--- config.mk ---
export PLATFORM = sky130hd
export DESIGN_NAME = i2s_dac_tx
export DESIGN_NICKNAME = d
export VERILOG_FILES = /design/src/rtl/i2s_dac_tx.sv
export SDC_FILE = /design/constraint.sdc
export NUM_CORES = 1
export LEC_CHECK = 0
export BUFFER_PORTS_ARGS = -buffer_cell sky130_fd_sc_hd__buf_2
export CORE_MARGIN = 2
export CORE_UTILIZATION = 60
export CTS_CLUSTER_SIZE = 24
export DETAILED_ROUTE_END_ITERATION = 7
export MAX_ROUTING_LAYER = met4
export PLACE_DENSITY = 0.89
export SLEW_MARGIN = 10
export SYNTH_ARGS = -nofsm -noshare
export SYNTH_HDL_FRONTEND = slang
export SYNTH_SLANG_ARGS = --single-unit
--- constraint.sdc ---
create_clock -name clk -period 4.4 [get_ports clk]
set_clock_uncertainty 0.15 [all_clocks]
set_input_delay 0.44 -clock clk [delete_from_list [all_inputs] [get_ports clk]]
set_output_delay 0.44 -clock clk [all_outputs]
set_load 0.05 [all_outputs]
--- src/rtl/i2s_dac_tx.sv ---
// i2s_dac_tx: pops little-endian 16-bit stereo PCM bytes from the WAV byte
// FIFO, assembles left/right samples and serialises them as I2S towards a
// WM8731 DAC that is bit-clock and LR-clock master.
//
// Handshake: fifo_rd_en is a one-cycle read strobe, only ever raised while
// fifo_empty = 0; the byte appears on fifo_rd_data the cycle after, and at
// most one read is outstanding. sample_valid is a one-cycle pulse with
// left_data/right_data stable from that cycle until the next pulse.
`timescale 1ns/1ps
module i2s_dac_tx #(
    parameter int SAMPLE_BITS = 16,
    parameter int SYNC_STAGES = 2
) (
    input  logic                   clk,
    input  logic                   rst,
    input  logic                   enable,
    input  logic                   fifo_empty,
    output logic                   fifo_rd_en,
    input  logic [7:0]             fifo_rd_data,
    input  logic                   bclk,
    input  logic                   daclrc,
    output logic                   dacdat,
    output logic                   sample_valid,
    output logic [SAMPLE_BITS-1:0] left_data,
    output logic [SAMPLE_BITS-1:0] right_data,
    output logic [15:0]            underrun_cnt
);

    localparam logic [1:0] F_IDLE = 2'd0;
    localparam logic [1:0] F_REQ  = 2'd1;
    localparam logic [1:0] F_CAP  = 2'd2;

    localparam logic [4:0] WORD_BITS = 5'(SAMPLE_BITS);

    logic [SYNC_STAGES-1:0] bclk_sync;
    logic [SYNC_STAGES-1:0] lrc_sync;
    logic                   bclk_q;
    logic                   lrc_q;
    logic                   bclk_fall;
    logic                   lrc_fall;
    logic                   lrc_rise;

    logic [1:0]             f_state;
    logic [1:0]             byte_idx;
    logic [7:0]             l_lo, l_hi, r_lo, r_hi;
    logic                   buf_full;
    logic                   frame_take;

    logic [SAMPLE_BITS-1:0] shift_reg;
    logic [SAMPLE_BITS-1:0] right_hold;
    logic [4:0]             bit_cnt;

    // Bring the codec clocks into the clk domain and keep one delayed copy for edges
    always_ff @(posedge clk) begin
        if (!rst) begin
            bclk_sync <= '0;
            lrc_sync  <= '0;
            bclk_q    <= 1'b0;
            lrc_q     <= 1'b0;
        end else begin
            bclk_sync <= {bclk_sync[SYNC_STAGES-2:0], bclk};
            lrc_sync  <= {lrc_sync[SYNC_STAGES-2:0], daclrc};
            bclk_q    <= bclk_sync[SYNC_STAGES-1];
            lrc_q     <= lrc_sync[SYNC_STAGES-1];
        end
    end

    assign bclk_fall  = bclk_q & ~bclk_sync[SYNC_STAGES-1];
    assign lrc_fall   = lrc_q & ~lrc_sync[SYNC_STAGES-1];
    assign lrc_rise   = ~lrc_q & lrc_sync[SYNC_STAGES-1];

    // A buffered sample is consumed only by a left-frame start while playing
    assign frame_take = lrc_fall & buf_full & enable;

    // Read strobe is decoded from the fetch state so it can never outlive fifo_empty
    assign fifo_rd_en = (f_state == F_REQ) && enable && !fifo_empty;

    // Fetch FSM: four single reads L_lo, L_hi, R_lo, R_hi into the sample buffer
    always_ff @(posedge clk) begin
        if (!rst) begin
            f_state  <= F_IDLE;
            byte_idx <= 2'd0;
            l_lo     <= 8'd0;
            l_hi     <= 8'd0;
            r_lo     <= 8'd0;
            r_hi     <= 8'd0;
            buf_full <= 1'b0;
        end else begin
            case (f_state)
                F_IDLE: begin
                    if (enable && !buf_full) begin
                        f_state  <= F_REQ;
                        byte_idx <= 2'd0;
                    end
                end
                F_REQ: begin
                    if (!enable) begin
                        f_state <= F_IDLE;
                    end else if (!fifo_empty) begin
                        f_state <= F_CAP;
                    end
                end
                F_CAP: begin
                    case (byte_idx)
                        2'd0:    l_lo <= fifo_rd_data;
                        2'd1:    l_hi <= fifo_rd_data;
                        2'd2:    r_lo <= fifo_rd_data;
                        default: r_hi <= fifo_rd_data;
                    endcase
                    if (byte_idx == 2'd3) begin
                        f_state <= F_IDLE;
                    end else begin
                        byte_idx <= byte_idx + 2'd1;
                        f_state  <= F_REQ;
                    end
                end
                default: f_state <= F_IDLE;
            endcase

            // Fetch only runs while the buffer is empty, so set and clear never collide
            if (f_state == F_CAP && byte_idx == 2'd3) begin
                buf_full <= 1'b1;
            end else if (frame_take) begin
                buf_full <= 1'b0;
            end
        end
    end

    // Frame load on LR edges and MSB-first shifting on bclk falls
    always_ff @(posedge clk) begin
        if (!rst) begin
            shift_reg    <= '0;
            right_hold   <= '0;
            bit_cnt      <= 5'd0;
            dacdat       <= 1'b0;
            sample_valid <= 1'b0;
            left_data    <= '0;
            right_data   <= '0;
            underrun_cnt <= 16'd0;
        end else begin
            sample_valid <= 1'b0;
            if (lrc_fall) begin
                if (frame_take) begin
                    left_data    <= {l_hi, l_lo};
                    right_data   <= {r_hi, r_lo};
                    shift_reg    <= {l_hi, l_lo};
                    right_hold   <= {r_hi, r_lo};
                    sample_valid <= 1'b1;
                end else begin
                    shift_reg  <= '0;
                    right_hold <= '0;
                    if (enable && underrun_cnt != 16'hFFFF) begin
                        underrun_cnt <= underrun_cnt + 16'd1;
                    end
                end
                bit_cnt <= 5'd0;
                // The bclk fall that carries the LR transition is the I2S delay slot
                if (bclk_fall) begin
                    dacdat <= 1'b0;
                end
            end else if (lrc_rise) begin
                shift_reg <= right_hold;
                bit_cnt   <= 5'd0;
                if (bclk_fall) begin
                    dacdat <= 1'b0;
                end
            end else if (bclk_fall) begin
                if (bit_cnt < WORD_BITS) begin
                    dacdat    <= shift_reg[SAMPLE_BITS-1];
                    shift_reg <= {shift_reg[SAMPLE_BITS-2:0], 1'b0};
                    bit_cnt   <= bit_cnt + 5'd1;
                end else begin
                    dacdat <= 1'b0;
                end
            end
        end
    end

endmodule

After elaboration in Yosys (flattened, before gate mapping):

Index checks and enable logic that the tools add are counted.

* add/sub/neg operators: 3
* magnitude comparators: 1
* eq/ne operators: 9
* multiplexer cells: 22
* bitwise logic cells: 11
* reduce and logical (&&, ||, !) cells: 26

Operator list (number)
* $mux 16: 6
* $reduce_and 2->1: 9
* $add 16x1->16 const B: 1
* $ne 16x16->1 const B: 1
* $mux 2: 5
* $mux 1: 9
* $eq 2x2->1 const B: 3
* $not 1->1: 6
* $pmux 2 s3: 1
* $reduce_and 3->1: 2
* $reduce_bool 3->1: 2
* $reduce_or 3->1: 2
* $add 5x1->5 const B: 1
* $and 1x1->1: 5
* $logic_and 1x1->1: 5
* $lt 5x5->1 const B: 1
* $eq 2x1->1 const B: 2
* $logic_not 2->1: 2
* $ne 2x2->1 const B: 2
* $pmux 2 s2: 1
* $reduce_bool 2->1: 2
* $ne 3x3->1 const B: 1
* $add 2x1->2 const B: 1
* $logic_not 1->1: 2

* flip-flop bits (word level): 130
* input bits: 14
* output and inout bits: 51
* word-level logic and storage cells: 91

Longest topological paths before layout:

* depth in word-level cells: 6
* depth in mapped cells: 9
* gate-level depth less buffers: 6

Worst setup path after synthesis:

Ideal clock, no wire load.

* path type: register to register
* start point: register underrun_cnt[1]
* end point: register underrun_cnt[10]
* setup time: 70 ps
* arrival time: 1981 ps
* required time: 4180 ps
* slack: 2198 ps
* stages on the path, launching flop included: 6
* path buffers: 0
* period minus slack after synthesis: 2202 ps
* cells stage by stage: dfxtp_1 ha_1 nand3_1 or4_4 or3_1 a21oi_1

* longest elaborated chain between the ends: 3
* elaborated cells on any way between the ends: 4
* those cells by class: add/sub (1); eq/ne (1); reduce/logical (2)

Ends and longest elaborated chain
* start, declared: RTL line 26 `output logic [15:0] underrun_cnt`
* start signal, assigned: RTL line 153 `underrun_cnt <= underrun_cnt + 16'd1;`
* parallel branches: the longest is 3 deep, another holds $add 16x1->16

Parallel ways; which one is timed is not known.
A chain may end at the register's enable or synchronous reset.

Final worst setup path:

* start point: register lrc_sync[1]
* end point: register underrun_cnt[10]

* longest elaborated chain between the ends: 6

Ends and longest elaborated chain
* start, declared: RTL line 36 `logic [SYNC_STAGES-1:0] lrc_sync;`
* start signal, assigned: RTL line 62 `lrc_sync <= {lrc_sync[SYNC_STAGES-2:0], daclrc};`
* $not 1->1 (*): RTL line 69 `assign lrc_fall = lrc_q & ~lrc_sync[SYNC_STAGES-1];`
* $and 1x1->1 (*): RTL line 69
* net lrc_fall: RTL line 40 `logic lrc_fall;`
* $and 1x1->1 (2 in series): RTL line 73 `assign frame_take = lrc_fall & buf_full & enable;`
* $not 1->1 (no line)
* $reduce_and 3->1 (no line) (*)

The timed path passes the listed nets; every way through them passes the cells marked *.

==> out/metrics.yaml <==
status: "finished, final reports clean"
synth_mux_area_share_pct: 3.313
cts_tree: "done"
die_x_um: 96.86
critPathKind: "flip-flop to flip-flop"
fin_total_pwr_w: 0.002784
grt_pass1_vias: 4503
period_minus_slack_ns: 2.671
grt_pass1_wl_mm: 21.71
placed_area_mm2: 0.005518
synthCells: 606
synth_area_leader_cell: "dfxtp_1"
drive_above_1_share_pct: 16.54
grt_overflow_total: 0
track_usage_pct: 29.23
wire_per_inst_um: 16.86
synth-seq-cells: 130
crit_required_ns: 4.68
finalSetupTns_ns: 0
met3_usage_pct: 6.647
drc_errors: 0
worst_pin_slew_ns: 1.101
synth_edf_count: 0
synthAdderAreaFrac_pct: 2.177
rrSetupSlack_ns: 1.73
row_count: 33
netlist.area_leader.share_pct: 50.30
critPathCapture: "underrun_cnt[10]"
mappedNetlistArea_mm2: 0.005174
grt.busiest_layer: "met2"
io_buffers: 64
dp_hpwl_mm: 8.323
seq_area_frac_synth_pct: 50.30
dieArea_mm2: 0.009382
yosys_warnings: 0
clk_latency_ns: 0.52
cts_max_level: 4
cts.sinks: 130
cp.depth: 7
gp_congestion: 0.9424
finalCritPeriodShare_pct: 60.71
seqCellArea_mm2: 0.002603
viasPerCell: 6.091
p_leak_nw: 2.289
clk_path_buf_depth: 2
critical_path_arrival_ns: 2.95
cp-start-kind: "flip-flop"
synth_most_common_cell: "dfxtp_1"
worst_setup_path_end_kind: "flip-flop"
vias: 4727
placedCellCount: 742
synth_compound_area_share_pct: 18.07
finalNonFillerCells: 776
wl_mm: 13.09
power_density_mw_per_mm2: 451.4
crit_path_max_fanout: 37
drt_iter0_drc: 373
fmax_ghz: 0.3743
root_buffer: "clkbuf_8"
synth_top_family_by_area: "simple AND/OR/NAND/NOR gates"
cts.repair.resized: 0
post-cts-setup-buffer-count: 0
antenna_found_initial: 0
hold_path.class: "primary input to flip-flop"
path_cells: "inv_1 > ha_1 > buf_4 > nand3b_1 > or4_4 > or3_1 > a21oi_1"
num-fill-cells: 562
slew_headroom_pct: 26.62
synth_common_cells: "dfxtp_1, nand2_1, a21oi_1"
post-route-util_pct: 74.33
fin_area_mm2: 0.006168
yosys.cell_types.count: 52
min_from: "daclrc"
clk_pin_slew_ns: 0.06
syn_to_final_growth_pct: 19.23
antenna_left: 0
synthTopCellsByArea: "dfxtp_1, a21oi_1, nand2_1"
finalHoldViolCount: 0
reg2reg_from: "lrc_sync[1]"
fp.dieH_um: 96.86
grtUsageMet1_pct: 36.66
pin_count: 65
cts_made_buffers: 17
ys.flop_type: "dfxtp_1"
drv_slew: 0
synth-xor-area-share_pct: 0.5079
multi_input_area_mm2: 0.002400
final_nets: 681
cp-startpoint: "lrc_sync[1]"
setup_violations: 0
synth_nets: 629
drt_pass1_iterations: 8
synth-simple-area-share_pct: 22.27
cp_top_family: "simple AND/OR/NAND/NOR gates"
synth_area_per_cell_um2: 8.537
n_antenna_cell: 0
max_stage_delay_ns: 0.68
worst-path-buf-inv: 2
peakVddDrop_mv: 0.3277
cap_violations: 0
core_area_mm2: 0.008299
async_reset_ff_share_pct: 0
timing.rr.end: "underrun_cnt[10]"
worstRegToRegCells: 7
grt_max_degree: 56
cpMaxStageDelayCell: "or4_4"
initial_utilization_pct: 62.34
rsz0062_at_grt: "false"
whs_path_depth: 2
met2_usage_pct: 46.42
==> worst min-delay path by stage <==
stage | to | slack (ns)
floorplan | bclk_sync[1] | 0.26
CTS | lrc_sync[0] | 0.002
detailed placement | bclk_sync[1] | 0.27
global placement | lrc_sync[1] | 0.27
finish | lrc_sync[0] | 0.01
global route | lrc_sync[0] | 0.02
==> report_power, final <==
| group | total (W) | internal, W | switching, W |
|---|---|---|---|
| sequential | 0.00120 | 0.00119 | 0.0000110 |
| clock | 0.00149 | 0.000945 | 0.000542 |
| combinational | 0.0000924 | 0.0000322 | 0.0000602 |
| total | 0.00278 | 0.00217 | 0.000613 |
==> placed cells by master, fill, tap and decap left out, drive strengths merged, types with 7 or more instances in the layout <==
cell | Yosys | routed
ha | 9 | 9
inv | 6 | 11
nand2 | 117 | 117
dfxtp | 130 | 130
o21a | 16 | 16
a21oi | 105 | 105
o21ai | 22 | 22
nand2b | 18 | 18
and2 | 9 | 9
nor2 | 14 | 14
mux2i | 16 | 16
clkbuf | 33 | 18
nand3 | 38 | 38
nand4 | 7 | 7
buf | 5 | 69
==> cells by family after synthesis <==
family | after synthesis
AND/OR/NAND/NOR | 237
AO/OA/AOI/OAI | 165
flip-flops | 130
buffers and inverters | 45
multiplexers | 17
adder cells (fa/ha/maj) | 9
XOR/XNOR | 3
==> through the flow <==
stage	hold WS, ns	worst slack, ns
after floorplan	0.2619	2.198
after global placement	0.2658	1.856
after detailed placement	0.2739	1.785
after CTS	0.001800	1.772
after global routing	0.02052	1.541
final	0.01318	1.729
==> layer usage <==
metal	up-vias	routed length, um
li1	2227	-
met1	2257	5564
met2	204	6306
met3	39	872
met4	0	342
met5	-	0
==> cell type report <==
cell class	count	area share, %
clock inverter	14	3.286
sequential	130	42.19
tap	105	2.130
inverter	7	0.4260
clock buffer	18	6.937
timing repair buffer	71	6.126
multi-input combinational	431	38.90
==> timing repair <==
action                                 CTS  global route
setup endpoints to repair                0             0
hold buffers                             2             0
endpoints found under the hold margin    2             0
(Power assumes the default switching activity.)
